[config.mk]
export PLATFORM = sky130hd
export DESIGN_NAME = sobel_frame_ctrl
export DESIGN_NICKNAME = d
export VERILOG_FILES = /design/src/rtl/sobel_frame_ctrl.sv
export SDC_FILE = /design/constraint.sdc
export NUM_CORES = 1
export LEC_CHECK = 0
export CAP_MARGIN = 10
export CORE_ASPECT_RATIO = 2
export CORE_MARGIN = 5
export CORE_UTILIZATION = 40
export CTS_CLUSTER_DIAMETER = 80
export CTS_CLUSTER_SIZE = 24
export DETAILED_ROUTE_END_ITERATION = 6
export DONT_BUFFER_PORTS = 1
export PLACE_DENSITY = 0.58
export SLEW_MARGIN = 20
export SYNTH_ARGS = -nofsm -noshare
export SYNTH_HDL_FRONTEND = slang
export SYNTH_SLANG_ARGS = --single-unit
[constraint.sdc]
create_clock -name clock -period 3.7 [get_ports clock]
set_input_delay 0.74 -clock clock [delete_from_list [all_inputs] [get_ports clock]]
set_output_delay 0.74 -clock clock [all_outputs]
set_load 0.02 [all_outputs]
[src/rtl/sobel_frame_ctrl.sv]
// -----------------------------------------------------------------------------
// sobel_frame_ctrl
//
// Frame-scan sequencer for the Sobel edge datapath (dut_core). It accepts a
// raster pixel stream, advances the 3x3 window / line buffers on every accepted
// pixel, tracks the column/row of that pixel, and produces dut_core's on_edge
// input plus out_valid/out_last markers aligned to dut_core's output.
//
// Handshake: a pixel transfers in any cycle where pix_valid and pix_ready are
// both 1 (win_shift = pix_valid & pix_ready). pix_valid may rise or fall at any
// time; pix_ready depends only on controller state, never on pix_valid. There
// is no downstream backpressure: whenever out_valid = 1 the consumer must take
// dut_core.pixel_out in that cycle.
//
// Ports:
//   clock, reset           rising-edge clock, asynchronous active-high reset
//   start                  one-cycle frame request (accepted only in IDLE)
//   width_cfg, height_cfg  frame size, latched when start is accepted (>= 3)
//   busy                   high in RUN and DRAIN
//   done                   one-cycle pulse, the cycle after out_last
//   cfg_err                one-cycle pulse, the cycle after a rejected start
//   pix_valid / pix_ready  pixel stream handshake
//   win_shift              advance window/line buffers (pixel accepted)
//   col, row               position of the pixel accepted this cycle
//   on_edge                to dut_core.on_edge, delayed LATENCY-1 cycles
//   out_valid, out_last    dut_core.pixel_out valid / final pixel of frame
//   state_dbg              current FSM state (00 IDLE, 01 RUN, 10 DRAIN, 11 DONE)
// -----------------------------------------------------------------------------
module sobel_frame_ctrl #(
  parameter int WIDTH   = 16,
  parameter int LATENCY = 2
) (
  input  logic             clock,
  input  logic             reset,
  input  logic             start,
  input  logic [WIDTH-1:0] width_cfg,
  input  logic [WIDTH-1:0] height_cfg,
  output logic             busy,
  output logic             done,
  output logic             cfg_err,
  input  logic             pix_valid,
  output logic             pix_ready,
  output logic             win_shift,
  output logic [WIDTH-1:0] col,
  output logic [WIDTH-1:0] row,
  output logic             on_edge,
  output logic             out_valid,
  output logic             out_last,
  output logic [1:0]       state_dbg
);

  typedef enum logic [1:0] {
    S_IDLE  = 2'd0,
    S_RUN   = 2'd1,
    S_DRAIN = 2'd2,
    S_DONE  = 2'd3
  } state_t;

  localparam logic [WIDTH-1:0] ONE     = WIDTH'(1);
  localparam logic [WIDTH-1:0] MIN_DIM = WIDTH'(3);

  state_t           state_q;
  state_t           state_d;
  logic [WIDTH-1:0] w_q;
  logic [WIDTH-1:0] h_q;
  logic [WIDTH-1:0] col_q;
  logic [WIDTH-1:0] row_q;
  logic             cfg_err_q;
  logic             cfg_ok;
  logic             start_ok;
  logic             accept;
  logic             col_at_end;
  logic             row_at_end;
  logic             is_last;
  logic             edge_flag;
  logic [LATENCY-1:0] vld_pipe;
  logic [LATENCY-1:0] last_pipe;

  assign cfg_ok     = (width_cfg >= MIN_DIM) && (height_cfg >= MIN_DIM);
  assign start_ok   = (state_q == S_IDLE) && start && cfg_ok;
  assign accept     = pix_valid && pix_ready;
  assign col_at_end = (col_q == w_q - ONE);
  assign row_at_end = (row_q == h_q - ONE);
  assign is_last    = col_at_end && row_at_end;
  assign edge_flag  = (col_q == '0) || col_at_end || (row_q == '0) || row_at_end;

  // ---------------------------------------------------------------------------
  // FSM: state register
  // ---------------------------------------------------------------------------
  always_ff @(posedge clock or posedge reset) begin
    if (reset) begin
      state_q <= S_IDLE;
    end else begin
      state_q <= state_d;
    end
  end

  // ---------------------------------------------------------------------------
  // FSM: next state
  // ---------------------------------------------------------------------------
  always_comb begin
    state_d = state_q;
    case (state_q)
      S_IDLE:  if (start_ok) state_d = S_RUN;
      S_RUN:   if (accept && is_last) state_d = S_DRAIN;
      // The final result leaves dut_core in the out_last cycle, so DONE
      // follows it directly.
      S_DRAIN: if (out_last) state_d = S_DONE;
      S_DONE:  state_d = S_IDLE;
      default: state_d = S_IDLE;
    endcase
  end

  // ---------------------------------------------------------------------------
  // FSM: outputs
  // ---------------------------------------------------------------------------
  always_comb begin
    pix_ready = 1'b0;
    busy      = 1'b0;
    done      = 1'b0;
    case (state_q)
      S_RUN: begin
        pix_ready = 1'b1;
        busy      = 1'b1;
      end
      S_DRAIN: busy = 1'b1;
      S_DONE:  done = 1'b1;
      default: ;
    endcase
  end

  assign win_shift = accept;
  assign col       = col_q;
  assign row       = row_q;
  assign cfg_err   = cfg_err_q;
  assign state_dbg = state_q;

  // ---------------------------------------------------------------------------
  // Frame configuration, scan position and start rejection
  // ---------------------------------------------------------------------------
  always_ff @(posedge clock or posedge reset) begin
    if (reset) begin
      w_q       <= '0;
      h_q       <= '0;
      col_q     <= '0;
      row_q     <= '0;
      cfg_err_q <= 1'b0;
    end else begin
      if (start_ok) begin
        w_q   <= width_cfg;
        h_q   <= height_cfg;
        col_q <= '0;
        row_q <= '0;
      end else if (accept) begin
        if (col_at_end) begin
          col_q <= '0;
          // Parking the position at (0,0) after the last pixel keeps col/row
          // quiet through DRAIN/DONE/IDLE.
          row_q <= is_last ? '0 : row_q + ONE;
        end else begin
          col_q <= col_q + ONE;
        end
      end
      // Any start that does not launch a frame is rejected: bad size in IDLE,
      // or a frame already in flight (RUN, DRAIN, DONE).
      cfg_err_q <= start && !start_ok;
    end
  end

  // ---------------------------------------------------------------------------
  // Valid / last pipeline: shifted every cycle so input gaps reappear exactly
  // LATENCY cycles later, matching dut_core's free-running pipeline.
  // ---------------------------------------------------------------------------
  always_ff @(posedge clock or posedge reset) begin
    if (reset) begin
      vld_pipe  <= '0;
      last_pipe <= '0;
    end else begin
      vld_pipe[0]  <= accept;
      last_pipe[0] <= accept && is_last;
      for (int i = 1; i < LATENCY; i++) begin
        vld_pipe[i]  <= vld_pipe[i-1];
        last_pipe[i] <= last_pipe[i-1];
      end
    end
  end

  assign out_valid = vld_pipe[LATENCY-1];
  assign out_last  = last_pipe[LATENCY-1];

  // ---------------------------------------------------------------------------
  // on_edge: dut_core samples on_edge one stage before pixel_out, so the flag
  // is delayed LATENCY-1 cycles. Non-accept cycles carry 0.
  // ---------------------------------------------------------------------------
  generate
    if (LATENCY == 1) begin : g_edge_comb
      assign on_edge = accept && edge_flag;
    end else begin : g_edge_pipe
      logic [LATENCY-2:0] edge_pipe;
      always_ff @(posedge clock or posedge reset) begin
        if (reset) begin
          edge_pipe <= '0;
        end else begin
          edge_pipe[0] <= accept && edge_flag;
          for (int i = 1; i < LATENCY - 1; i++) begin
            edge_pipe[i] <= edge_pipe[i-1];
          end
        end
      end
      assign on_edge = edge_pipe[LATENCY-2];
    end
  endgenerate

endmodule

==> results of run 1 <==
## layer usage
layer / routed length [um] / track usage / share of wire
met5: 0 / 0 / 0
met4: 1060 / 0.156 / 0.071
met3: 734 / 0.0461 / 0.049
met2: 8270 / 0.405 / 0.56
met1: 4760 / 0.203 / 0.32
## registers in the layout, indices dropped and copies added, names as in the netlist
register	flops
state_dbg	2
row	16
w_q	16
col	16
cfg_err	1
on_edge	1
last_pipe	2
h_q	16
vld_pipe	2
## Yosys cell counts (3+ instances only)
library cell  instances  area [um^2]
a211oi_1              6         45.0
a21oi_1              21          105
a31oi_1               3         18.8
a32oi_1               3         26.3
and3_1               13         81.3
buf_1                 4         15.0
clkbuf_1             26         97.6
dfrtp_1              72         1800
ha_1                 11          138
inv_1                19         71.3
nand2_1             116          435
nand3_1              31          155
nand3b_1              6         45.0
nand4_1              12         75.1
nand4b_1              3         26.3
nor2_1               33          124
nor2b_1               5         31.3
nor3_1               19         95.1
nor4_1               24          150
nor4b_1               3         26.3
o211ai_1              3         22.5
o21ai_0              24          120
o221ai_1              3         26.3
or3_1                10         62.6
or4_1                 6         45.0
xnor2_1              31          272
xor2_1               18          158
## path summary, 6_finish.rpt
check | end | slack (ps)
max in group asynchronous | row[15] | 2540
worst min-delay path | vld_pipe[1] | 350
worst max-delay path | state_dbg[1] | 170
worst min register to register | vld_pipe[1] | 350
min in group asynchronous | col[0] | 400
worst max register to register | state_dbg[1] | 170
## worst max-delay path: stages, from the launching register on
cell and delay (ps):
dfrtp_1 420, or4_1 690, or4_1 480, a211o_1 310
a22oi_1 290, nand4_1 130, o41ai_1 490, o221ai_1 290
mux2_2 330
## layout make-up
cell class / count / area share
Clock buffer: 11 / 0.0468
Clock inverter: 5 / 0.0154
Inverter: 19 / 0.0138
Multi-Input combinational cell: 447 / 0.515
Sequential cell: 72 / 0.347
Tap cell: 142 / 0.0343
Timing Repair Buffer: 19 / 0.0275
## per-stage QoR
step	power [W]	cell area [um^2]	utilization	setup WS [ps]	hold slack [ps]
global placement	0.00299	4860	0.428	262	343
finish	0.00396	5190	0.457	169	354
global route	0.00424	5190	0.457	51.1	358
detailed placement	0.00302	4860	0.428	220	341
CTS	0.00398	5180	0.456	200	353
floorplan	0.00252	4660	-	553	331
## where the power goes
part           internal (W)  total [W]  switching [W]
sequential         0.000999    0.00139       0.000389
clock              0.000608   0.000950       0.000343
combinational      0.000659    0.00163       0.000967
## kinds of logic after synthesis
| kind of cell | Yosys count |
|---|---|
| buf+inv | 51 |
| xor+xnor | 50 |
| compound gates | 92 |
| simple gates | 291 |
| flops | 72 |
| fa+ha+maj | 11 |
| mux | 3 |
==> results.md, run 1 <==
* Outcome: complete, no violations
* Worst Setup End Kind: flop
* Period minus WS final at 3530 ps
* Post-route antenna net violation count at 0
* Die area at 14,000 um^2
* Mux contribution to synthesized area at 0.00672
* DRT iter0 DRCs at 253
* Commonest non-fill, non-tap cell in the layout: nand2_1
* Setup_tns at 0 ps
* Post-synth ARST share at 1.00
* Clock Tree Root: clkbuf_16
* Total gr overflow at 0
* Vias at 4,311
* Worst slew pin tran at 707 ps
* Clk_skew at 4.80 ps
* Post-route insts no fill at 715
* Cells after DPL at 699
* Ant diodes at 0
* Synth Flop Type: dfrtp_1
* Syn. warnings at 0
* CTS H-tree depth at 3
* Synth cell types at 60
* Finish-stage setup viols at 0
* Post-synthesis simple-gate area fraction at 0.307
* DR vias/cell at 6.03
* Syn nets at 617
* Synth Cell Area at 4660 um^2
* Worst Path Max Fanout at 8
* Register area at 1800 um^2
* First-pass GRT wire length at 23,500 um
* Die X at 86.3 um
* CTS tree: built
* Worst reg2reg path startpoint: w_q[0]
* Fin. Hold Viols at 0
* CP Launch Point: w_q[0]
* TritonCTS buffer count at 9
* Nets@finish at 615
* Largest net degree at the start of global routing at 48
* Initial Utilization at 0.410
* CTS sink count at 72
* Syn Inst Count at 570
* Total Wirelength at 14,800 um
* HPWL Detailed at 11,500 um
* Worst vdd ir at 391 uV
* WHS Path Cells at 0
* Routed WL per cell at 20.7 um
* Core Box Area at 11,400 um^2
* Site Rows at 55
* Most frequent cells in the layout: nand2_1 (116), dfrtp_1 (72), nor2_1 (33)
* Proportion of layout cells with a drive suffix above 1 at 0.0785
* Initial antenna violation count at 0
* Worst r2r path cells at 8
* RSZ-0062 raised after global routing: false
* Arr. time, crit path at 3750 ps
* Fillers at 1,163
* Multi-input combinational cell area at 2670 um^2
* Hold Path Class: reg2reg
* Post-route DRC violation count at 0
* Number of port buffers at 0
* Synth Area in Compound Gates at 0.131
* CTS Hold Buffers Added at 0
* Largest family of logic cells by synthesized area: simple AND/OR/NAND/NOR gates
* Area growth from synthesis to layout at 11.4%
* Synth Area in Adders at 0.0296
* Hold path startpoint: vld_pipe[0]
* IO Count at 78
* CP startpoint kind: flop
* Placer Congestion at 0.934
* # Post-CTS Setup Buffers at 0
* Clk slew on worst S/H paths at 60 ps
* Total of max-cap violations at 0
* Clock Latency Late Sink at 340 ps
* Setup CP Type: reg2reg
* Post-synth EDFFs at 0
* Relative max-transition margin at 0.528
* Die Y at 163 um
* Fin. max-slew vios at 0
* PwrDens at 764 nW/um^2
* Xor and xnor area share after synthesis at 0.0970
* Longest Clk Path Bufs at 2
* Leak at 2.19 nW
* Vias in the first global route at 4,385
* Fmax achieved at 283 MHz
* DR pass1 iterations at 5
* Final worst-path cycle share at 0.954
* CP required at 3920 ps
* Mean Syn Cell Area at 8.17 um^2
* Gr usage total at 0.218
* Register area share after synthesis at 0.387
* Yosys reg bits at 72
* Post-CTS resize count at 0
Note: power is estimated with default switching activity, not from simulation.
==> inputs of run 2 (changes only) <==
--- a/config.mk
+++ b/config.mk
@@ -7,12 +7,13 @@
 export LEC_CHECK = 0
 export CAP_MARGIN = 10
 export CORE_ASPECT_RATIO = 2
-export CORE_MARGIN = 5
+export CORE_MARGIN = 2
 export CORE_UTILIZATION = 40
 export CTS_CLUSTER_DIAMETER = 80
 export CTS_CLUSTER_SIZE = 24
 export DETAILED_ROUTE_END_ITERATION = 6
 export DONT_BUFFER_PORTS = 1
+export MAX_ROUTING_LAYER = met4
 export PLACE_DENSITY = 0.58
 export SLEW_MARGIN = 20
 export SYNTH_ARGS = -nofsm -noshare
==> run 2 against run 1 <==
Worst setup slack improved by 110 ps. Register-to-register slack improved by 110 ps. Critical path depth did not move. Die area fell by 10%. Non-clock buffer count did not move. Flip-flop and latch count did not move. Via count fell by 0.72%. Combinational power fell by 2%. Cell area fell by 0.29%. Critical endpoint unchanged. Highest routed layer unchanged.
==> results.md, run 2 (synthesis results as in run 1) <==
* CP max-delay cell: or4_1
* Fin. max-slew vios at 0 (unchanged)
* Arr. time, crit path at 3640 ps (-110 ps)
* HPWL Detailed at 11,300 um (-1.5%)
* Longest Clk Path Bufs at 2 (unchanged)
* Commonest non-fill, non-tap cell in the layout: nand2_1
* Outcome: complete, no violations
* Register area at 1800 um^2 (unchanged)
* Ant diodes at 0 (unchanged)
* RSZ-0062 raised after global routing: false
* Die Y at 157 um (-3.7%)
* CP startpoint kind: flop
* Vias in the first global route at 4,487 (+2.3%)
* Levels on crit path at 8 (unchanged)
* CTS Hold Buffers Added at 0 (unchanged)
* Total Wirelength at 14,700 um (-0.78%)
* Worst vdd ir at 416 uV (+6.5%)
* Die X at 80.3 um (-7.0%)
* Clk_skew at 6.46 ps (+1.66 ps)
* Clock Tree Root: clkbuf_16
* CP Launch Point: w_q[0]
* End-of-flow core utilization at 0.455 (-0.00132)
* DRT iter0 DRCs at 274 (+8.3%)
* First-pass GRT wire length at 23,600 um (+0.32%)
* DR pass1 iterations at 5 (unchanged)
* Metal-1 WL at 4930 um (+3.4%)
* Relative max-transition margin at 0.479 (-0.0487)
* Leak at 2.19 nW (-0.12%)
* Met3 wire length at 644 um (-12%)
* Cell Chain, Critical Path: or4_1 > or4_1 > a211o_1 > a22oi_1 > nand4_1 > o41ai_1 > o221ai_1 > mux2_2
* PwrDens at 750 nW/um^2 (-1.9%)
* CTS sink count at 72 (unchanged)
* DR vias/cell at 5.99 (-0.72%)
* CP Buf/Inv Count at 0 (unchanged)
* Worst reg2reg path startpoint: w_q[0]
* Clock Latency Late Sink at 330 ps (about the same)
* Smallest setup slack after layout at 275 ps (+106 ps)
* Area growth from synthesis to layout at 11.0%
* IO Count at 78 (unchanged)
* Fin. Hold Viols at 0 (unchanged)
* Period minus WS final at 3420 ps (-106 ps)
* Number of port buffers at 0 (unchanged)
* Fmax achieved at 292 MHz (+3.1%)
* Core Box Area at 11,400 um^2 (unchanged)
* DP Worst Slack at 294 ps (+73.5 ps)
* Die area at 12,600 um^2 (-10%)
* CTS tree: built
* Setup CP Type: reg2reg
* Most frequent cells in the layout: nand2_1 (116), dfrtp_1 (72), nor2_1 (33)
* Worst slew pin tran at 774 ps (+67.0 ps)
* Post-route insts no fill at 715 (unchanged)
* CP required at 3920 ps (about the same)
* Finish-stage setup viols at 0 (unchanged)
* CTS H-tree depth at 3 (unchanged)
* Fillers at 1,174 (+0.95%)
* Cell mode on critical path: or4_1
* Nets@finish at 615 (unchanged)
* Final worst-path cycle share at 0.926 (-0.0288)
* Post-route antenna net violation count at 0 (unchanged)
* R2r setup slk at 280 ps (+110 ps)
* Worst r2r path cells at 8 (unchanged)
* CP max stage delay at 690 ps (about the same)
* Gr usage total at 0.254 (+0.0356)
* Routed WL per cell at 20.6 um (-0.78%)
* Total of max-cap violations at 0 (unchanged)
* Proportion of layout cells with a drive suffix above 1 at 0.0803 (+0.00175)
* Site Rows at 55 (unchanged)
* Largest net degree at the start of global routing at 59 (+23%)
* Worst Setup End Kind: flop
* Max layer used: met4
* Worst Path Max Fanout at 8 (unchanged)
* TritonCTS buffer count at 9 (unchanged)
* Met2 WL at 8240 um (-0.39%)
* Vias at 4,280 (-0.72%)
* Total gr overflow at 0 (unchanged)
* Placer Congestion at 0.870 (-6.8%)
* Delay-heaviest family, CP: simple AND/OR/NAND/NOR gates
* Cells after DPL at 699 (unchanged)
* Post-route DRC violation count at 0 (unchanged)
* Initial antenna violation count at 0 (unchanged)
* Clk slew on worst S/H paths at 60 ps (about the same)
* Multi-input combinational cell area at 2670 um^2 (unchanged)
* R2r endpoint: state_dbg[1]
* Setup_tns at 0 ps (unchanged)
* Crit path to: state_dbg[1]
* Hold Path Class: in2async
* Initial Utilization at 0.410 (unchanged)
* Design Power at 0.00388 W (-2.2%)
## run 2: through the flow
stage | instance area, um^2 | hold slack (ps)
detailed placement | 4860 | 338
floorplan | 4660 | 331
CTS | 5160 | 245
finish | 5170 | 243
global route | 5170 | 255
global placement | 4860 | 342
## run 2: final cells by class
cell class,count,area share
inverter,19,0.0138
clock inverter,5,0.0106
multi-input combinational,447,0.516
clock buffer,11,0.0489
sequential,72,0.348
timing repair buffer,19,0.0276
tap,142,0.0344
## run 2: worst min-delay path by stage
stage / end / cells past startpoint / from / slack, ps
global route: col[12] / 1 / reset / 260
finish: col[12] / 1 / reset / 240
detailed placement: last_pipe[1] / 0 / last_pipe[0] / 340
global placement: last_pipe[1] / 0 / last_pipe[0] / 340
floorplan: last_pipe[1] / 0 / last_pipe[0] / 330
CTS: col[9] / 1 / reset / 240
## run 2: repair_timing
item | in CTS | in global routing
setup endpoints to repair | 0 | 1
buffers inserted | 0 | 0
gates resized for setup | 0 | 1
## run 2: routing by layer
metal | global-route usage | vias up
met5 | - | -
met4 | 0.147 | 0
met3 | 0.0502 | 44
met2 | 0.465 | 125
met1 | 0.236 | 2082
li1 | - | 2029
## run 2: power by group
group          switching [W]  internal [W]
combinational       0.000944      0.000646
sequential          0.000398      0.000999
clock               0.000335      0.000556
